## src/rtl/btn_debounce_rpt_if.sv

```systemverilog
// rtl/btn_debounce_rpt_if.sv - button pins and conditioned button outputs
interface btn_debounce_rpt_if #(
   parameter int N = 4
);
   logic [N-1:0] nBIN;
   logic         TICK;
   logic [N-1:0] BLEVEL;
   logic [N-1:0] BPRESS;
   logic [N-1:0] BRELEASE;
   logic [N-1:0] BREPEAT;

   modport master (
      output nBIN,
      input  TICK, BLEVEL, BPRESS, BRELEASE, BREPEAT
   );

   modport slave (
      input  nBIN,
      output TICK, BLEVEL, BPRESS, BRELEASE, BREPEAT
   );
endinterface

```

## src/rtl/btn_debounce_rpt.sv

```systemverilog
// rtl/btn_debounce_rpt.sv - N-channel button synchroniser, debouncer and auto-repeat
module btn_debounce_rpt #(
   parameter int N          = 4,
   parameter int TICK_DIV   = 1250000,
   parameter int STABLE_CNT = 2,
   parameter int ACTIVE_LOW = 1,
   parameter int REPEAT_EN  = 1,
   parameter int REPEAT_DLY = 20,
   parameter int REPEAT_PER = 4
) (
   input logic              CLK,
   input logic              nRST,
   btn_debounce_rpt_if.slave bus
);
   localparam int            CW   = (TICK_DIV > 1) ? $clog2(TICK_DIV) : 1;
   localparam logic [CW-1:0] TMAX = CW'(TICK_DIV - 1);
   localparam int            SW   = $clog2(STABLE_CNT + 1);
   localparam logic [SW-1:0] SMAX = SW'(STABLE_CNT - 1);
   localparam logic [N-1:0]  IDLE = {N{ACTIVE_LOW != 0}};

   logic [CW-1:0] tcnt;
   logic          tick;
   logic [N-1:0]  sync1, sync2, s;
   logic [N-1:0]  lvl_q, lvl_d;
   logic [N-1:0]  prs_q, prs_d;
   logic [N-1:0]  rel_q, rel_d;
   logic [N-1:0]  rpt_q, rpt_d;
   logic [SW-1:0] stab_q [N];
   logic [SW-1:0] stab_d [N];

   assign tick = (tcnt == TMAX);
   assign s    = (ACTIVE_LOW != 0) ? ~sync2 : sync2;

   always_ff @(posedge CLK or negedge nRST) begin
      if (!nRST) begin
         tcnt <= '0;
      end else if (tick) begin
         tcnt <= '0;
      end else begin
         tcnt <= tcnt + CW'(1);
      end
   end

   // Sync FFs reset to the idle pin level so releasing reset never fakes a press.
   always_ff @(posedge CLK or negedge nRST) begin
      if (!nRST) begin
         sync1 <= IDLE;
         sync2 <= IDLE;
      end else begin
         sync1 <= bus.nBIN;
         sync2 <= sync1;
      end
   end

   always_comb begin
      lvl_d  = lvl_q;
      prs_d  = '0;
      rel_d  = '0;
      stab_d = stab_q;
      if (tick) begin
         for (int i = 0; i < N; i++) begin
            if (s[i] == lvl_q[i]) begin
               stab_d[i] = '0;
            end else if (stab_q[i] == SMAX) begin
               lvl_d[i]  = s[i];
               stab_d[i] = '0;
               prs_d[i]  = s[i];
               rel_d[i]  = ~s[i];
            end else begin
               stab_d[i] = stab_q[i] + SW'(1);
            end
         end
      end
   end

   generate
      if (REPEAT_EN != 0) begin : g_rpt
         localparam int            HMAX  = (REPEAT_DLY > REPEAT_PER) ? REPEAT_DLY : REPEAT_PER;
         localparam int            HW    = $clog2(HMAX + 1);
         localparam logic [HW-1:0] DLY_V = HW'(REPEAT_DLY);
         localparam logic [HW-1:0] PER_V = HW'(REPEAT_PER);

         logic [HW-1:0] hold_q [N];
         logic [HW-1:0] hold_d [N];
         logic [N-1:0]  first_q, first_d;

         // A release on the same tick wins over a due repeat.
         always_comb begin
            rpt_d   = '0;
            hold_d  = hold_q;
            first_d = first_q;
            if (tick) begin
               for (int i = 0; i < N; i++) begin
                  if (prs_d[i]) begin
                     rpt_d[i]   = 1'b1;
                     hold_d[i]  = '0;
                     first_d[i] = 1'b0;
                  end else if (lvl_q[i] && !rel_d[i]) begin
                     if ((hold_q[i] + HW'(1)) == (first_q[i] ? PER_V : DLY_V)) begin
                        rpt_d[i]   = 1'b1;
                        hold_d[i]  = '0;
                        first_d[i] = 1'b1;
                     end else begin
                        hold_d[i] = hold_q[i] + HW'(1);
                     end
                  end else begin
                     hold_d[i]  = '0;
                     first_d[i] = 1'b0;
                  end
               end
            end
         end

         always_ff @(posedge CLK or negedge nRST) begin
            if (!nRST) begin
               for (int i = 0; i < N; i++) begin
                  hold_q[i] <= '0;
               end
               first_q <= '0;
            end else begin
               hold_q  <= hold_d;
               first_q <= first_d;
            end
         end
      end else begin : g_norpt
         assign rpt_d = prs_d;
      end
   endgenerate

   always_ff @(posedge CLK or negedge nRST) begin
      if (!nRST) begin
         lvl_q <= '0;
         prs_q <= '0;
         rel_q <= '0;
         rpt_q <= '0;
         for (int i = 0; i < N; i++) begin
            stab_q[i] <= '0;
         end
      end else begin
         lvl_q  <= lvl_d;
         prs_q  <= prs_d;
         rel_q  <= rel_d;
         rpt_q  <= rpt_d;
         stab_q <= stab_d;
      end
   end

   assign bus.TICK     = tick;
   assign bus.BLEVEL   = lvl_q;
   assign bus.BPRESS   = prs_q;
   assign bus.BRELEASE = rel_q;
   assign bus.BREPEAT  = rpt_q;
endmodule

```

## src/flat_wrapper.sv

```systemverilog
// flat-port wrapper written by rule: the top's interface ports become plain ports
module btn_debounce_rpt_flat 
#(
   parameter int N          = 4,
   parameter int TICK_DIV   = 1250000,
   parameter int STABLE_CNT = 2,
   parameter int ACTIVE_LOW = 1,
   parameter int REPEAT_EN  = 1,
   parameter int REPEAT_DLY = 20,
   parameter int REPEAT_PER = 4
)
  (CLK, nRST, bus_nBIN, bus_TICK, bus_BLEVEL, bus_BPRESS, bus_BRELEASE, bus_BREPEAT);
  btn_debounce_rpt_if #(.N(N)) bus_i ();
  input logic CLK;
  input logic nRST;
  input wire logic [$bits(bus_i.nBIN)-1:0] bus_nBIN;
  output wire logic [$bits(bus_i.TICK)-1:0] bus_TICK;
  output wire logic [$bits(bus_i.BLEVEL)-1:0] bus_BLEVEL;
  output wire logic [$bits(bus_i.BPRESS)-1:0] bus_BPRESS;
  output wire logic [$bits(bus_i.BRELEASE)-1:0] bus_BRELEASE;
  output wire logic [$bits(bus_i.BREPEAT)-1:0] bus_BREPEAT;
  assign bus_i.nBIN = bus_nBIN;
  assign bus_TICK = bus_i.TICK;
  assign bus_BLEVEL = bus_i.BLEVEL;
  assign bus_BPRESS = bus_i.BPRESS;
  assign bus_BRELEASE = bus_i.BRELEASE;
  assign bus_BREPEAT = bus_i.BREPEAT;
  btn_debounce_rpt #(.N(N), .TICK_DIV(TICK_DIV), .STABLE_CNT(STABLE_CNT), .ACTIVE_LOW(ACTIVE_LOW), .REPEAT_EN(REPEAT_EN), .REPEAT_DLY(REPEAT_DLY), .REPEAT_PER(REPEAT_PER)) u_core (.CLK(CLK), .nRST(nRST), .bus(bus_i));
endmodule
```

## config.mk

```make
export PLATFORM = sky130hd
export DESIGN_NAME = btn_debounce_rpt_flat
export DESIGN_NICKNAME = d
export VERILOG_FILES = /design/src/rtl/btn_debounce_rpt_if.sv /design/src/rtl/btn_debounce_rpt.sv /design/src/flat_wrapper.sv
export SDC_FILE = /design/constraint.sdc
export NUM_CORES = 1
export LEC_CHECK = 0
export CORE_MARGIN = 3
export CORE_UTILIZATION = 58
export DETAILED_ROUTE_END_ITERATION = 12
export GPL_ROUTABILITY_DRIVEN = 0
export PLACE_DENSITY = 0.82
export RECOVER_POWER = 100
export SLEW_MARGIN = 0
export SYNTH_ARGS = -nofsm -noshare
export SYNTH_HDL_FRONTEND = slang
export SYNTH_SLANG_ARGS = --single-unit
```

## constraint.sdc

```tcl
create_clock -name CLK -period 2.25 [get_ports CLK]
set_clock_uncertainty 0.1 [all_clocks]
set_input_delay 0.225 -clock CLK [delete_from_list [all_inputs] [get_ports CLK]]
set_output_delay 0.225 -clock CLK [all_outputs]
set_load 0.05 [all_outputs]
```

==> flow_metrics.env <==
export IMPL_status="finished clean"
export IMPL_ir_worst_vdd_v=0.000488
export IMPL_avgSynthCellArea_um2=11.0
export IMPL_vias=2628
export IMPL_drive_gt1_frac=0.157
export IMPL_maxCapViolations=0
export IMPL_htree_levels=3
export IMPL_yosysSeqAreaShare=0.550
export IMPL_critPathLaunchType="register"
export IMPL_clock_path_buffers=2
export IMPL_wl_met2_um=3470
export IMPL_critPathMaxFanout=6
export IMPL_hold_viol_final=0
export IMPL_routed_top_layer="met4"
export IMPL_synth_edff_count=0
export IMPL_die_height_um=84.0
export IMPL_min_path_type="register to register"
export IMPL_leakagePower_nw=1.77
export IMPL_tns_ns=0
export IMPL_required_ns=1.92
export IMPL_totalWireLength_um=7080
export IMPL_cts_made_buffers=9
export IMPL_drt_first_pass_iters=4
export IMPL_grt_max_degree=41
export IMPL_grt_antenna_before_repair=0
export IMPL_synth_cell_types=47
export IMPL_synthArstFlopShare=1.00
export IMPL_syn_to_final_growth_pct=16.0
export IMPL_overflow=0
export IMPL_ant_nets=0
export IMPL_finalSetupViolCount=0
export IMPL_syn_nets=332
export IMPL_critPathLaunch="u_core.tcnt[0]"
export IMPL_clk_latency_ns=0.34
export IMPL_yosys_warnings=0
export IMPL_mostFrequentLayoutCells="69 x dfrtp_1, 23 x nor3_1, 23 x nor2_1"
export IMPL_drv_slew=0
export IMPL_clk_pin_slew_worst_paths_ns=0.08
export IMPL_place_hpwl_um=4570
export IMPL_synth_seq_cells=77
export IMPL_die_area_um2=7050
export IMPL_r2r_start="u_core.tcnt[0]"
export IMPL_syn_area_um2=3520
export IMPL_wl_met1_um=3240
export IMPL_fmax_mhz=467
export IMPL_fin_crit_ns=2.14
export IMPL_die_x_um=84.0
export IMPL_synth_flop_cell="dfrtp_1"
export IMPL_cts_tree="done"
export IMPL_criticalPathCategory="register to output port"
export IMPL_num_nets_final=369
export IMPL_endpoint_kind="output port"
export IMPL_grt_pass1_wl_um=12400
export IMPL_globalRouteTotalUtil=0.218
export IMPL_avgRoutedWirePerCell_um=16.3
export IMPL_drt_initial_drc_count=126
export IMPL_core_area_um2=5680
export IMPL_post_route_period_util=0.952
export IMPL_worst_slew_pin_slew_ns=0.920
export IMPL_total_power_mw=2.49
export IMPL_pwr_density_cell_nw_per_um2=608
export IMPL_rsz0062_at_grt="no"
export IMPL_netlist_instances=321
export IMPL_initial_core_util=0.621
export IMPL_drc=0
export IMPL_antenna_cells=0
export IMPL_clock_sinks=77
export IMPL_via_per_inst=6.04
export IMPL_boundaryPins=23
export IMPL_arrival_ns=1.82
export IMPL_cts_root_buf="clkbuf_8"
export IMPL_fp_row_count=27
export IMPL_wl_met3_um=217
export IMPL_port_buffers=22
export IMPL_maxSlewHeadroom=0.387
export IMPL_min_from="u_core.sync1[0]"
export IMPL_grt_pass1_vias=2739
export IMPL_final_common_cell="dfrtp_1"
## cell usage after synthesis, drive strengths merged, types with 6 or more instances
cell,n,area share
dfrtp,69,0.49
nor2,23,0.024
nor3,23,0.034
nand2,20,0.021
nand3,19,0.027
o21ai,14,0.020
xnor2,14,0.035
a21oi,11,0.016
nand2b,9,0.016
dfstp,8,0.060
o31ai,8,0.017
a22o,7,0.017
buf,7,0.0099
nand4,7,0.014
a31oi,6,0.011
mux2,6,0.019
xor2,6,0.015
## final cells by class
type | instances | area [um2]
sequential | 77 | 1940
fill | 408 | 1590
multi-input combinational | 227 | 1500
timing repair buffer | 38 | 337
clock buffer | 11 | 141
tap | 72 | 90.1
clock inverter | 5 | 60.1
inverter | 5 | 23.8
## power by group
| part | leakage (nW) | internal [mW] | switching [mW] |
|---|---|---|---|
| Clock | 0.0878 | 0.543 | 0.501 |
| Combinational | 0.652 | 0.0114 | 0.0310 |
| Sequential | 1.03 | 1.40 | 0.00492 |
## what timing repair did
item | CTS | global route
setup endpoints to repair | 1 | 1
resized for setup | 1 | 3
setup buffers | 0 | 5
endpoints found under the hold margin | 35 | 0
pin swaps | 0 | 1
hold buffers | 1 | 0
## cell families (layout without fill, tap and decap cells)
logic type,after synthesis,in the layout,share of synthesized area
buf+inv,17,59,0.0206
compound gates,68,68,0.138
flops,77,77,0.550
mux,9,9,0.0277
simple gates,125,125,0.197
xor+xnor,20,20,0.0497
fa+ha+maj,5,5,0.0177
## flip-flops by register name, summed over array words and instances, names as in the netlist
name	cells
u_core.bus.BLEVEL	4
u_core.bus.BPRESS	4
u_core.bus.BRELEASE	4
u_core.bus.BREPEAT	4
u_core.g_rpt.first_q	4
u_core.g_rpt.hold_q	20
u_core.stab_q	8
u_core.sync1	4
u_core.sync2	4
u_core.tcnt	21
## worst paths after layout
path                                          to  slack [ns]  depth (start not counted)
max in group asynchronous        u_core.sync2[3]        0.45                          3
hold reg to reg                  u_core.sync2[0]        0.25                          0
hold / removal                   u_core.sync2[0]        0.25                          0
min in group asynchronous        u_core.tcnt[13]        0.45                          2
setup reg to reg           u_core.bus.BREPEAT[2]        0.18                          6
setup / recovery                        bus_TICK        0.11                          6
## critical path, stage by stage (launching register included)
cell	delay, ns
dfrtp_1	0.42
ha_1	0.24
and3_1	0.23
and4_1	0.19
nand2_1	0.14
clkinv_4	0.10
buf_6	0.16
## metal layers
metal / GRT usage / up-vias
met5: 0 / -
met2: 0.351 / 51
met3: 0.0395 / 15
met4: 0.114 / 0
met1: 0.281 / 1309
li1: - / 1253
## per-stage QoR
step	hold slack (ns)	worst slack, ns	std cells	utilization	area, um2
final	0.255	0.108	435	0.720	4090
after global routing	0.261	0.00490	435	0.720	4090
after CTS	0.176	0.00123	430	0.721	4090
after detailed placement	0.121	0.221	413	0.683	3880
after global placement	0.122	0.277	413	0.683	3880
after floorplan	-0.171	0.327	321	-	3520
No activity file was read; power rests on OpenSTA's default activity.
